**config.mk**
```make
export PLATFORM = sky130hd
export DESIGN_NAME = song_recorder
export DESIGN_NICKNAME = d
export VERILOG_FILES = /design/src/rtl/song_recorder_pkg.sv /design/src/rtl/song_recorder_note_stabilizer.sv /design/src/rtl/song_recorder.sv
export SDC_FILE = /design/constraint.sdc
export NUM_CORES = 1
export LEC_CHECK = 0
export BUFFER_PORTS_ARGS = -buffer_cell sky130_fd_sc_hd__buf_4
export CORE_ASPECT_RATIO = 1.2
export CORE_UTILIZATION = 34
export CTS_BUF_LIST = sky130_fd_sc_hd__clkbuf_16
export DETAILED_ROUTE_END_ITERATION = 12
export PLACE_DENSITY = 0.49
export REMOVE_ABC_BUFFERS = 1
export SYNTH_ARGS = -nofsm -noshare
export SYNTH_HDL_FRONTEND = slang
export SYNTH_SLANG_ARGS = --single-unit
```
**constraint.sdc**
```tcl
create_clock -name clk -period 5.6 [get_ports clk]
set_input_delay 1.12 -clock clk [delete_from_list [all_inputs] [get_ports clk]]
set_output_delay 1.12 -clock clk [all_outputs]
set_load 0.05 [all_outputs]
```
**src/rtl/song_recorder_pkg.sv**
```systemverilog
// Shared types and constants for the song recorder: note/duration widths,
// record RAM depth and the recorder state encoding.
package song_recorder_pkg;

    localparam int NOTE_W    = 4;
    localparam logic [NOTE_W-1:0] NOTE_REST = 4'd0;
    localparam int DUR_W     = 16;
    localparam int SONG_SIZE = 32;

    typedef enum logic [2:0] {
        IDLE    = 3'd0,
        ARMED   = 3'd1,
        MEASURE = 3'd2,
        COMMIT  = 3'd3,
        DONE    = 3'd4
    } rec_state_e;

endpackage

```
**src/rtl/song_recorder_note_stabilizer.sv**
```systemverilog
// Keyboard note conditioning: 2-FF synchronizer followed by a filter that
// accepts a new value only after it has been held for STABLE_CYCLES cycles.
module note_stabilizer
    import song_recorder_pkg::*;
#(
    parameter int STABLE_CYCLES = 4
) (
    input  logic              clk,
    input  logic              reset,
    input  logic [NOTE_W-1:0] note_in,
    output logic [NOTE_W-1:0] note_out,
    output logic              accept_out
);

    localparam int CNT_W = $clog2(STABLE_CYCLES + 1);
    localparam logic [CNT_W-1:0] CNT_TARGET = CNT_W'(STABLE_CYCLES);

    logic [NOTE_W-1:0] sync1_q, sync2_q;
    logic [NOTE_W-1:0] cand_q, cand_d;
    logic [NOTE_W-1:0] acc_q, acc_d;
    logic [CNT_W-1:0]  cnt_q, cnt_d;
    logic [CNT_W-1:0]  run_s;
    logic              accept_q, accept_d;

    // Filter: count consecutive cycles of one candidate value differing from the accepted note.
    always_comb begin
        cand_d   = cand_q;
        cnt_d    = cnt_q;
        acc_d    = acc_q;
        accept_d = 1'b0;
        run_s    = CNT_W'(1);
        if (sync2_q == acc_q) begin
            cnt_d = '0;
        end else begin
            if ((sync2_q == cand_q) && (cnt_q != '0)) begin
                run_s = cnt_q + CNT_W'(1);
            end else begin
                run_s = CNT_W'(1);
            end
            cand_d = sync2_q;
            if (run_s >= CNT_TARGET) begin
                acc_d    = sync2_q;
                accept_d = 1'b1;
                cnt_d    = '0;
            end else begin
                cnt_d = run_s;
            end
        end
    end

    // Synchronizer and filter state registers.
    always_ff @(posedge clk or negedge reset) begin
        if (!reset) begin
            sync1_q  <= NOTE_REST;
            sync2_q  <= NOTE_REST;
            cand_q   <= NOTE_REST;
            acc_q    <= NOTE_REST;
            cnt_q    <= '0;
            accept_q <= 1'b0;
        end else begin
            sync1_q  <= note_in;
            sync2_q  <= sync1_q;
            cand_q   <= cand_d;
            acc_q    <= acc_d;
            cnt_q    <= cnt_d;
            accept_q <= accept_d;
        end
    end

    assign note_out   = acc_q;
    assign accept_out = accept_q;

endmodule

```
**src/rtl/song_recorder.sv**
```systemverilog
// Live note recorder: captures (note, duration) segments into a record RAM
// with an asynchronous read port. Macro REC_QUANTIZE_EN enables duration quantization.
module song_recorder
    import song_recorder_pkg::*;
#(
    parameter int SIZE          = SONG_SIZE,
    parameter int ADDR_W        = 5,
    parameter int DUR_W         = song_recorder_pkg::DUR_W,
    parameter int TICK_DIV      = 1,
    parameter int STABLE_CYCLES = 4,
    parameter int QUANT         = 8
) (
    input  logic              clk,
    input  logic              reset,
    input  logic              record_en,
    input  logic [NOTE_W-1:0] note_in,
    input  logic [ADDR_W-1:0] read_addr,
    output logic [NOTE_W-1:0] read_note,
    output logic [DUR_W-1:0]  read_duration,
    output logic [ADDR_W:0]   length,
    output logic              recording,
    output logic              full,
    output logic              wr_pulse
);

`ifdef REC_QUANTIZE_EN
    localparam bit QUANT_EN = 1'b1;
`else
    localparam bit QUANT_EN = 1'b0;
`endif

    localparam int TICK_W = (TICK_DIV > 1) ? $clog2(TICK_DIV) : 1;
    localparam logic [TICK_W-1:0] TICK_LAST = TICK_W'(TICK_DIV - 1);
    localparam logic [DUR_W-1:0]  DUR_MAX   = {DUR_W{1'b1}};
    localparam logic [DUR_W:0]    Q_STEP    = (DUR_W+1)'(QUANT);
    localparam logic [DUR_W:0]    Q_HALF    = (DUR_W+1)'(QUANT / 2);
    localparam logic [DUR_W:0]    Q_MAX     = (DUR_W+1)'((((2 ** DUR_W) - 1) / QUANT) * QUANT);
    localparam logic [ADDR_W:0]   LAST_IDX  = (ADDR_W+1)'(SIZE - 1);

    // Stored duration: never zero; optionally rounded to the nearest QUANT step.
    function automatic logic [DUR_W-1:0] store_dur(input logic [DUR_W-1:0] raw);
        logic [DUR_W:0] rounded;
        if (QUANT_EN) begin
            rounded = ({1'b0, raw} + Q_HALF) & ~(Q_STEP - (DUR_W+1)'(1));
            if (rounded < Q_STEP) begin
                rounded = Q_STEP;
            end else if (rounded > Q_MAX) begin
                rounded = Q_MAX;
            end
            return rounded[DUR_W-1:0];
        end else begin
            return (raw == '0) ? DUR_W'(1) : raw;
        end
    endfunction

    rec_state_e        state_q, state_d;
    logic [ADDR_W:0]   length_q, length_d;
    logic              full_q, full_d;
    logic              recording_q, recording_d;
    logic              wr_pulse_q, wr_pulse_d;
    logic              rec_prev_q;
    logic              ending_q, ending_d;
    logic [NOTE_W-1:0] cur_note_q, cur_note_d;
    logic [NOTE_W-1:0] com_note_q, com_note_d;
    logic [DUR_W-1:0]  dur_q, dur_d;
    logic [DUR_W-1:0]  com_dur_q, com_dur_d;
    logic [TICK_W-1:0] tick_cnt_q, tick_cnt_d;
    logic [NOTE_W+DUR_W-1:0] mem_q [SIZE];

    logic [NOTE_W-1:0] acc_note_s;
    logic              accept_s;
    logic              rise_s;
    logic              tick_active_s;
    logic              tick_s;
    logic [DUR_W-1:0]  dur_inc_s;

    note_stabilizer #(
        .STABLE_CYCLES (STABLE_CYCLES)
    ) u_stab (
        .clk        (clk),
        .reset      (reset),
        .note_in    (note_in),
        .note_out   (acc_note_s),
        .accept_out (accept_s)
    );

    assign rise_s        = record_en & ~rec_prev_q;
    assign tick_active_s = (state_q == MEASURE) || (state_q == COMMIT);
    assign tick_s        = tick_active_s && (tick_cnt_q == TICK_LAST);
    assign dur_inc_s     = (tick_s && (dur_q != DUR_MAX)) ? dur_q + DUR_W'(1) : dur_q;

    // Tick divider runs only while a segment is being timed.
    always_comb begin
        tick_cnt_d = tick_cnt_q;
        if (!tick_active_s || tick_s) begin
            tick_cnt_d = '0;
        end else begin
            tick_cnt_d = tick_cnt_q + TICK_W'(1);
        end
    end

    // Recorder FSM next-state and datapath.
    always_comb begin
        state_d    = state_q;
        length_d   = length_q;
        full_d     = full_q;
        ending_d   = ending_q;
        cur_note_d = cur_note_q;
        com_note_d = com_note_q;
        dur_d      = dur_q;
        com_dur_d  = com_dur_q;
        case (state_q)
            IDLE, DONE: begin
                if (rise_s) begin
                    state_d  = ARMED;
                    length_d = '0;
                    full_d   = 1'b0;
                end else begin
                    state_d = state_q;
                end
            end
            ARMED: begin
                if (!record_en) begin
                    state_d = IDLE;
                end else if (accept_s && (acc_note_s != NOTE_REST)) begin
                    state_d    = MEASURE;
                    cur_note_d = acc_note_s;
                    dur_d      = '0;
                end else begin
                    state_d = ARMED;
                end
            end
            MEASURE: begin
                // A falling record_en takes priority over a simultaneous note change.
                if (!record_en) begin
                    if (cur_note_q != NOTE_REST) begin
                        state_d    = COMMIT;
                        com_note_d = cur_note_q;
                        com_dur_d  = store_dur(dur_inc_s);
                        ending_d   = 1'b1;
                    end else begin
                        state_d = DONE;
                    end
                end else if (accept_s) begin
                    state_d    = COMMIT;
                    com_note_d = cur_note_q;
                    com_dur_d  = store_dur(dur_inc_s);
                    ending_d   = 1'b0;
                    cur_note_d = acc_note_s;
                    dur_d      = '0;
                end else begin
                    dur_d = dur_inc_s;
                end
            end
            COMMIT: begin
                dur_d    = dur_inc_s;
                length_d = length_q + (ADDR_W+1)'(1);
                if (length_q == LAST_IDX) begin
                    state_d = DONE;
                    full_d  = 1'b1;
                end else if (ending_q) begin
                    state_d = DONE;
                end else begin
                    state_d = MEASURE;
                end
            end
            default: begin
                state_d = IDLE;
            end
        endcase
        recording_d = (state_d == ARMED) || (state_d == MEASURE);
        wr_pulse_d  = (state_d == COMMIT);
    end

    // Control and datapath registers.
    always_ff @(posedge clk or negedge reset) begin
        if (!reset) begin
            state_q     <= IDLE;
            length_q    <= '0;
            full_q      <= 1'b0;
            recording_q <= 1'b0;
            wr_pulse_q  <= 1'b0;
            rec_prev_q  <= 1'b0;
            ending_q    <= 1'b0;
            cur_note_q  <= NOTE_REST;
            com_note_q  <= NOTE_REST;
            dur_q       <= '0;
            com_dur_q   <= '0;
            tick_cnt_q  <= '0;
        end else begin
            state_q     <= state_d;
            length_q    <= length_d;
            full_q      <= full_d;
            recording_q <= recording_d;
            wr_pulse_q  <= wr_pulse_d;
            rec_prev_q  <= record_en;
            ending_q    <= ending_d;
            cur_note_q  <= cur_note_d;
            com_note_q  <= com_note_d;
            dur_q       <= dur_d;
            com_dur_q   <= com_dur_d;
            tick_cnt_q  <= tick_cnt_d;
        end
    end

    // Record RAM write; contents deliberately survive reset.
    always_ff @(posedge clk) begin
        if (state_q == COMMIT) begin
            mem_q[length_q[ADDR_W-1:0]] <= {com_note_q, com_dur_q};
        end
    end

    assign {read_note, read_duration} = mem_q[read_addr];
    assign length    = length_q;
    assign full      = full_q;
    assign recording = recording_q;
    assign wr_pulse  = wr_pulse_q;

endmodule
```
# After elaboration in Yosys (flattened, before gate mapping)

Memories as Yosys holds them, arrays and structs flattened.
Index checks and enable logic that the tools add are counted.

Register bits after elaboration: 75
Bits in writable memories: 640
Input port bits: 12
Output and inout port bits: 29
Logic and storage cells: 114
Memories: 1

Memories:

| name  | depth | bits a word | rd ports | clocked after Yosys merged registers in | write ports | RTL line            | RTL |
|---|---|---|---|---|---|---|---|
| mem_q | 32    | 20          | 1        | 0                                       | 1           | song_recorder.sv:68 | `logic [NOTE_W+DUR_W-1:0] mem_q [SIZE];` |

$add $sub $neg: 4
$lt $le $gt $ge: 1
Equal/unequal tests: 18
Multiplexer cells: 44
Bitwise operators: 4
Reductions and logical operators: 24

Operator list:

| cell                    | count |
|---|---|
| $mux W16                | 9 |
| $pmux W16 S3            | 1 |
| $mux W3                 | 10 |
| $mux W4                 | 7 |
| $add A16 B1 Y16 const B | 1 |
| $logic_not A16 Y1       | 1 |
| $ne A16 B16 Y1 const B  | 1 |
| $eq A3 B2 Y1 const B    | 4 |
| $pmux W3 S4             | 1 |
| $pmux W6 S2             | 1 |
| $mux W1                 | 10 |
| $eq A4 B4 Y1            | 2 |
| $ne A2 B2 Y1 const B    | 4 |
| $pmux W4 S2             | 1 |
| $reduce_bool A4 Y1      | 2 |
| $add A6 B1 Y6 const B   | 1 |
| $eq A3 B1 Y1 const B    | 2 |
| $eq A6 B5 Y1 const B    | 1 |
| $mux W6                 | 1 |
| $ne A2 B1 Y1 const B    | 3 |
| $reduce_and A3 Y1       | 2 |
| $reduce_bool A2 Y1      | 3 |
| $reduce_bool A3 Y1      | 2 |
| $reduce_and A5 Y1       | 1 |
| other kinds (15)        | 24 |

# Logic depth before layout (Yosys ltp)

Gate-level depths: netlist of the first run.

Word-level depth: 9
Mapped depth: 8
Gate-level depth less buffers: 7

# Modules after synthesis

A second synthesis of the first run with hierarchy kept.

Cells, all modules: 1324
Area total of the unflattened synthesis: 28103.2 um2

By module, submodules not included:

| module          | times used | cells an instance | area an instance (um2) |
|---|---|---|---|
| song_recorder   | 1          | 1271              | 27294.9 |
| note_stabilizer | 1          | 53                | 808.3 |

# Worst setup path after synthesis of the first run

OpenSTA, ideal clock, no wires.

Path type: in2out
Start: in read_addr[0]
End: out read_duration[0]
Arrival: 3.193 ns
Data required time: 4.480 ns
Setup slack: 1.287 ns
Cell stages on the path: 5
Cells stage by stage: buf_2 buf_1 mux4_2 mux4_2 mux2_2

Cells in the longest elaborated chain, start to end: 1

RTL lines:

| what            | RTL line            | RTL |
|---|---|---|
| start, declared | song_recorder.sv:17 | `input logic [ADDR_W-1:0] read_addr,` |
| $mem_v2 Z32 W20 | -                   |  |
| end, declared   | song_recorder.sv:19 | `output logic [DUR_W-1:0] read_duration,` |

No other way between the ends.

# Final worst setup path of the first run

Start: in read_addr[0]
End: out read_duration[4]

The elaborated chain is that of the path after synthesis.

==> impl_results.md, run 1 <==
* Buf/Inv on CP at 3
* Antenna violations before repair at 0
* Rel. slew slack at 0.154
* DP Area at 29900 µm²
* Ys flop type: edfxtp_1
* Switching power at 2.49 mW
* Share of layout cells above drive strength 1 at 0.312
* YS warnings at 0
* Final nets at 1441
* Setup-failing EPs final at 0
* Die Height at 317 µm
* Period utilisation layout at 0.827
* Starting Density at 0.343
* GPL Wtd Cong at 0.744
* Outcome: finished clean
* CP arrival at 3510 ps
* Syn Area/Cell at 21.1 µm²
* Clock Latency Late Sink at 610 ps
* Hold Path Class: register to register
* R2r setup slk at 2500 ps
* Final WS setup at 972 ps
* RSZ-0062 raised after global routing: no
* CTS tree: done
* Synth Instances at 1328
* Drt total wl at 71000 µm
* Placement Setup Slack at 891 ps
* DR iter-0 viols at 1094
* First drt pass iteration count at 5
* DR vias/cell at 5.30
* Layout Skew at 16.8 ps
* Finished Cell Area at 32400 µm²
* Vias in the first global route at 14200
* Synth unique cells at 60
* Total of max-cap violations at 0
* Startpoint types: input port
* Global-route wire length before repair at 103000 µm
* Seq/Total Area, Yosys at 0.752
* Htree depth at 3
* DRC Markers at 0
* ANT cells at 0
* Critical path data required time at 4480 ps
* Minimum clock period at 4630 ps
* Clock Path Buffers at 3
* Crit path capture type: primary output
* Leakage Power at 10.7 nW
* Worst-path clk slew at 50 ps
* Comb pwr share at 0.048
* Post-DP HPWL at 37700 µm
* Synthesized flop and latch total at 715
* Worst path max stage delay at 550 ps
* Async SR Flop Fraction at 0.105
* Worst-Margin Slew at 1270 ps
* Switch share at 0.215
* Most frequent CP cell: mux4_2
* Core area at 81900 µm²
* Post-CTS resize count at 0
* Max-slew violations at 0
* Cell Int Power at 9.08 mW
* Row cnt at 115
* Clock network power share at 0.437
* Die W at 264 µm
* Critical-path cell with the highest stage delay: mux4_2
* Post-synth EDFFs at 640
* Boundary Pins at 41
* Crit path kind: input port to primary output
* Total CTS buffers at 78
* Largest net degree at the start of global routing at 76
* VDD IR max at 192 µV
* Port-buffer cells at 40
* Total congestion overflow at 0
* PD cells at 357 nW/µm²
* Post CTS Setup Buffer Count at 0
* CP max FO at 39
* GRT Resource Usage Total at 0.174
* DR WL/cell at 28.0 µm
* Remaining antenna violation count at 0
* Sink Count at 715
* Synthesized area at 28100 µm²
* Layout area overhead at 15.5%
* Max Clock Freq at 0.216 GHz
* Sequential fraction of design power at 0.515
* Vias at 13400
* Hold buffers post-CTS at 0
* Critical path's top delay family: multiplexers
* CTS Root Cell: clkbuf_16
* Worst path cell trace: buf_8, buf_12, mux4_2, mux4_2, mux2_2, buf_4
* Final-report hold violation count at 0
* Die ar. at 83700 µm²
* TNS Setup at 0 ps
cell usage after synthesis (7+ instances only):
cell type | number | area (µm²)
inv_1 | 10 | 37.5
buf_2 | 20 | 100
ha_1 | 7 | 87.6
a21oi_1 | 10 | 50.1
nand3_1 | 12 | 60.1
dfrtp_1 | 75 | 1880
o21ai_0 | 40 | 200
buf_1 | 13 | 48.8
mux2_2 | 30 | 338
o31ai_1 | 8 | 60.1
clkbuf_1 | 37 | 139
xnor2_1 | 9 | 78.8
nor2_1 | 58 | 218
nand2_1 | 57 | 214
xor2_1 | 10 | 87.6
nor3_1 | 8 | 40.0
mux4_2 | 200 | 4500
edfxtp_1 | 640 | 19200
power by group through the flow:
stage               clock network (mW)  logic (mW)  registers (mW)
finish                            5.06       0.554            5.95
global route                      5.39       0.596            5.96
CTS                               5.19       0.570            5.95
detailed placement                   0       0.568            6.06
global placement                     0       0.566            6.06
floorplan                            0       0.327            6.02
metal layers:
metal  vias to the layer above  global-route usage  wire length (µm)
li1                       5671                   -                 -
met2                       277               0.288             35000
met3                        85              0.0266              2970
met5                         -                   0                 0
met4                         0              0.0435              1200
met1                      7390               0.243             31800
per-stage QoR:
stage / utilization / std cells / hold slack, ps / power [mW]
6_report: 0.396 / 2535 / 347 / 11.6
5_1_grt: 0.396 / 2535 / 362 / 11.9
4_1_cts: 0.396 / 2535 / 350 / 11.7
3_5_place_dp: 0.365 / 2395 / 337 / 6.63
3_3_place_gp: 0.365 / 2395 / 335 / 6.62
2_1_floorplan: - / 1258 / 331 / 6.35
cells in the final DEF, fill, tap and decap left out, drive strengths merged, types with 6 or more instances in the layout:
| cell | count |
|---|---|
| edfxtp | 640 |
| mux4 | 200 |
| buf | 84 |
| clkbuf | 81 |
| dfrtp | 75 |
| nor2 | 58 |
| nand2 | 57 |
| o21ai | 41 |
| mux2 | 31 |
| inv | 31 |
| clkinv | 28 |
| nand3 | 13 |
| xor2 | 10 |
| a21oi | 10 |
| xnor2 | 9 |
| nor3 | 8 |
| o31ai | 8 |
| bufinv | 8 |
| ha | 7 |
| and3 | 7 |
| and2 | 6 |
| nand3b | 6 |
layout make-up:
cell class	instances	area, µm²
fill	7263	49500
inverter	10	37.5
clock inverter	59	487
timing repair buffer	84	742
clock buffer	81	2030
multi-input combinational	533	6710
tap	1053	1320
sequential	715	21100
registers in the layout, indices dropped and copies added, names as in the netlist, 6 cells and up:
register / flops
length: 6
mem_q: 640
dur_q: 16
com_dur_q: 16
cell families (layout without fill, tap and decap cells):
logic type,count (synthesis),in the layout,share of synthesized area
flip-flops,715,715,0.752
multiplexers,234,234,0.174
adder cells (fa/ha/maj),7,7,0.00312
AO/OA/AOI/OAI,82,82,0.0190
AND/OR/NAND/NOR,189,189,0.0338
XOR/XNOR,19,19,0.00593
buffers and inverters,81,234,0.0120
other,1,2,0.000134
final timing paths:
check                                            start                          end  depth (start not counted)
max in group asynchronous                        reset    com_dur_q[10]$_DFFE_PN0P_                          1
hold / removal             u_stab.sync1_q[3]$_DFF_PN0_  u_stab.sync2_q[3]$_DFF_PN0_                          0
setup / recovery                          read_addr[0]             read_duration[4]                          6
min in group asynchronous                        reset        length[2]$_DFFE_PN0P_                          1
hold reg to reg            u_stab.sync1_q[3]$_DFF_PN0_  u_stab.sync2_q[3]$_DFF_PN0_                          0
setup reg to reg             cur_note_q[1]$_DFFE_PN0P_     com_dur_q[0]$_DFFE_PN0P_                          7
(Power assumes the default switching activity.)
==> run 2, diff against run 1 <==
Clock period 5.6 ns to 4.4 ns, I/O delays scaled along.
==> run 2 against run 1 <==
  * Core utilization barely moved
  * Sequential share of layout area down 0.065 points
  * First-iteration DRC count shrank 6.3%
  * Cell count increased by 0.47%
  * Hold slack improved by 2.8 ps
  * Die area did not move
  * Largest power group unchanged
  * Highest routed layer unchanged
==> impl_results.md, run 2 (synthesis gave the netlist of run 1 again) <==
* Outcome: finished clean
* DRC Markers at 0 (unchanged)
* Boundary Pins at 41 (unchanged)
* Tot Pwr at 14.5 mW (+25%)
* Smallest hold slack at 350 ps (+2.85 ps)
* Die Height at 317 µm (unchanged)
* Worst-path clk slew at 60 ps (about the same)
* RSZ-0062 raised after global routing: no
* DR WL/cell at 26.6 µm (-5.1%)
* Finished Cell Area at 32400 µm² (+0.10%)
* Layout area overhead at 15.6%
* Htree depth at 3 (unchanged)
* Period utilisation layout at 0.895
* CTS Root Cell: clkbuf_16
* Filler Cell Count at 7251 (-0.17%)
* Worst hold path depth at 0 (unchanged)
* Setup-failing EPs final at 0 (unchanged)
* Post-DP HPWL at 37500 µm (-0.48%)
* Placement Setup Slack at 413 ps (-479 ps)
* Startpoint types: input port
* Total of max-cap violations at 0 (unchanged)
* Clock Latency Late Sink at 610 ps (about the same)
* Die ar. at 83700 µm² (unchanged)
* Leakage Power at 10.7 nW (+0.42%)
* Vias at 13400 (-0.45%)
* Remaining antenna violation count at 0 (unchanged)
* ANT cells at 0 (unchanged)
* Commonest non-fill, non-tap cells in the layout: 640 x edfxtp_1, 200 x mux4_2, 83 x clkbuf_16, 82 x buf_4, 75 x dfrtp_1
* DP Area at 30000 µm² (+0.33%)
* Starting Density at 0.343 (unchanged)
* GPL Wtd Cong at 0.738 (-0.79%)
* CP arrival at 3060 ps (-450 ps)
* DR iter-0 viols at 1025 (-6.3%)
* CTS tree: done
* Max Clock Freq at 0.254 GHz
* TNS Setup at 0 ps (unchanged)
* Core area at 81900 µm² (unchanged)
* Antenna violations before repair at 1 (+1)
* GRT Resource Usage Total at 0.166 (-0.00785)
* Share of layout cells above drive strength 1 at 0.315 (+0.00285)
* Critical path data required time at 3520 ps (-960 ps)
* Vias in the first global route at 14200 (-0.014%)
* R2r setup slk at 1640 ps (-860 ps)
* Minimum clock period at 3940 ps
* DR vias/cell at 5.25 (-0.92%)
* Hold Startpoint: u_stab.sync1_q[3]$_DFF_PN0_
* Hold EP: u_stab.sync2_q[3]$_DFF_PN0_
* Most common cell after layout, fill and taps aside: edfxtp_1
* Rel. slew slack at 0.215 (+0.0612)
* Final WS setup at 464 ps (-508 ps)
* R2r endpoint: mem_q[7][4]$_DFFE_PP_
* Sink Count at 715 (unchanged)
* Post CTS Setup Buffer Count at 0 (unchanged)
* Drt total wl at 67700 µm (-4.6%)
* Number of flip-flops in the largest register at 640 (unchanged)
* Hold buffers post-CTS at 0 (unchanged)
* PD cells at 447 nW/µm² (+25%)
* First drt pass iteration count at 5 (unchanged)
* Total CTS buffers at 79 (+1.3%)
* Die W at 264 µm (unchanged)
* Row cnt at 115 (unchanged)
* CP max FO at 35 (-10%)
* Layout Skew at 16.0 ps (-0.797 ps)
* Hold Path Class: register to register
* VDD IR max at 289 µV (+50%)
* Crit path kind: input port to primary output
* Global-route wire length before repair at 99500 µm (-3.3%)
* Total congestion overflow at 0 (unchanged)
* R2R cell count at 5 (-2)
* Max-slew violations at 0 (unchanged)
* Final-report hold violation count at 0 (unchanged)
* Worst-Margin Slew at 1180 ps (-91.8 ps)
* Post-CTS resize count at 0 (unchanged)
* Crit path capture type: primary output
* Final nets at 1452 (+0.76%)
* Port-buffer cells at 40 (unchanged)
* Largest net degree at the start of global routing at 76 (unchanged)
* RR Startpoint: state_q[1]$_DFF_PN0_
* Clock Path Buffers at 3 (unchanged)
[run 2: cell count changes in the layout (fill, tap and decap cells not counted)]
cell        change
buf_12          +2
buf_4           +8
bufinv_16       -4
clkbuf_16       +2
clkinv_1        +3
clkinv_4        -1
clkinvlp_4      +1
inv_1           +1
inv_16          -1
inv_6           +1
[run 2: area by class of cell]
cell class	count	area (µm²)	share of cell area
sequential	715	21100	0.650
inverter	10	37.5	0.00116
tap	1053	1320	0.0406
clock buffer	83	2080	0.0640
clock inverter	59	369	0.0114
multi-input combinational	533	6710	0.207
timing repair buffer	94	842	0.0260
[run 2: how the worst max path moves through the flow]
stage	startpoint	endpoint	slack (ps)	cells past startpoint
5_1_grt	read_addr[0]	read_duration[12]	370	6
3_5_place_dp	read_addr[0]	read_duration[12]	410	6
6_report	read_addr[0]	read_duration[10]	460	6
4_1_cts	read_addr[0]	read_duration[12]	410	6
2_1_floorplan	read_addr[0]	read_duration[0]	1330	3
3_3_place_gp	read_addr[0]	read_duration[12]	420	6
[run 2: per-stage QoR]
| stage | util | instances |
|---|---|---|
| after floorplan | - | 1258 |
| after global placement | 0.366 | 2405 |
| after detailed placement | 0.366 | 2405 |
| after CTS | 0.396 | 2547 |
| after global routing | 0.396 | 2547 |
| final | 0.396 | 2547 |
[run 2: critical path, cell delays in order]
cell and delay, ps:
buf_8 180, buf_12 300, mux4_2 550, mux4_2 550
mux2_2 320, buf_4 200
[run 2: routing by layer]
metal,up-vias,global-route usage,share of wire
li1,5707,-,-
met1,7282,0.229,0.45
met2,288,0.273,0.49
met3,86,0.0259,0.041
met4,0,0.0513,0.021
met5,-,0,0
[run 2: where the power goes]
| group | leakage [nW] | internal [mW] | switching [mW] |
|---|---|---|---|
| clock | 1.27 | 3.63 | 2.59 |
| combinational | 2.56 | 0.324 | 0.389 |
| sequential | 6.92 | 7.44 | 0.133 |
| total | 10.7 | 11.4 | 3.11 |
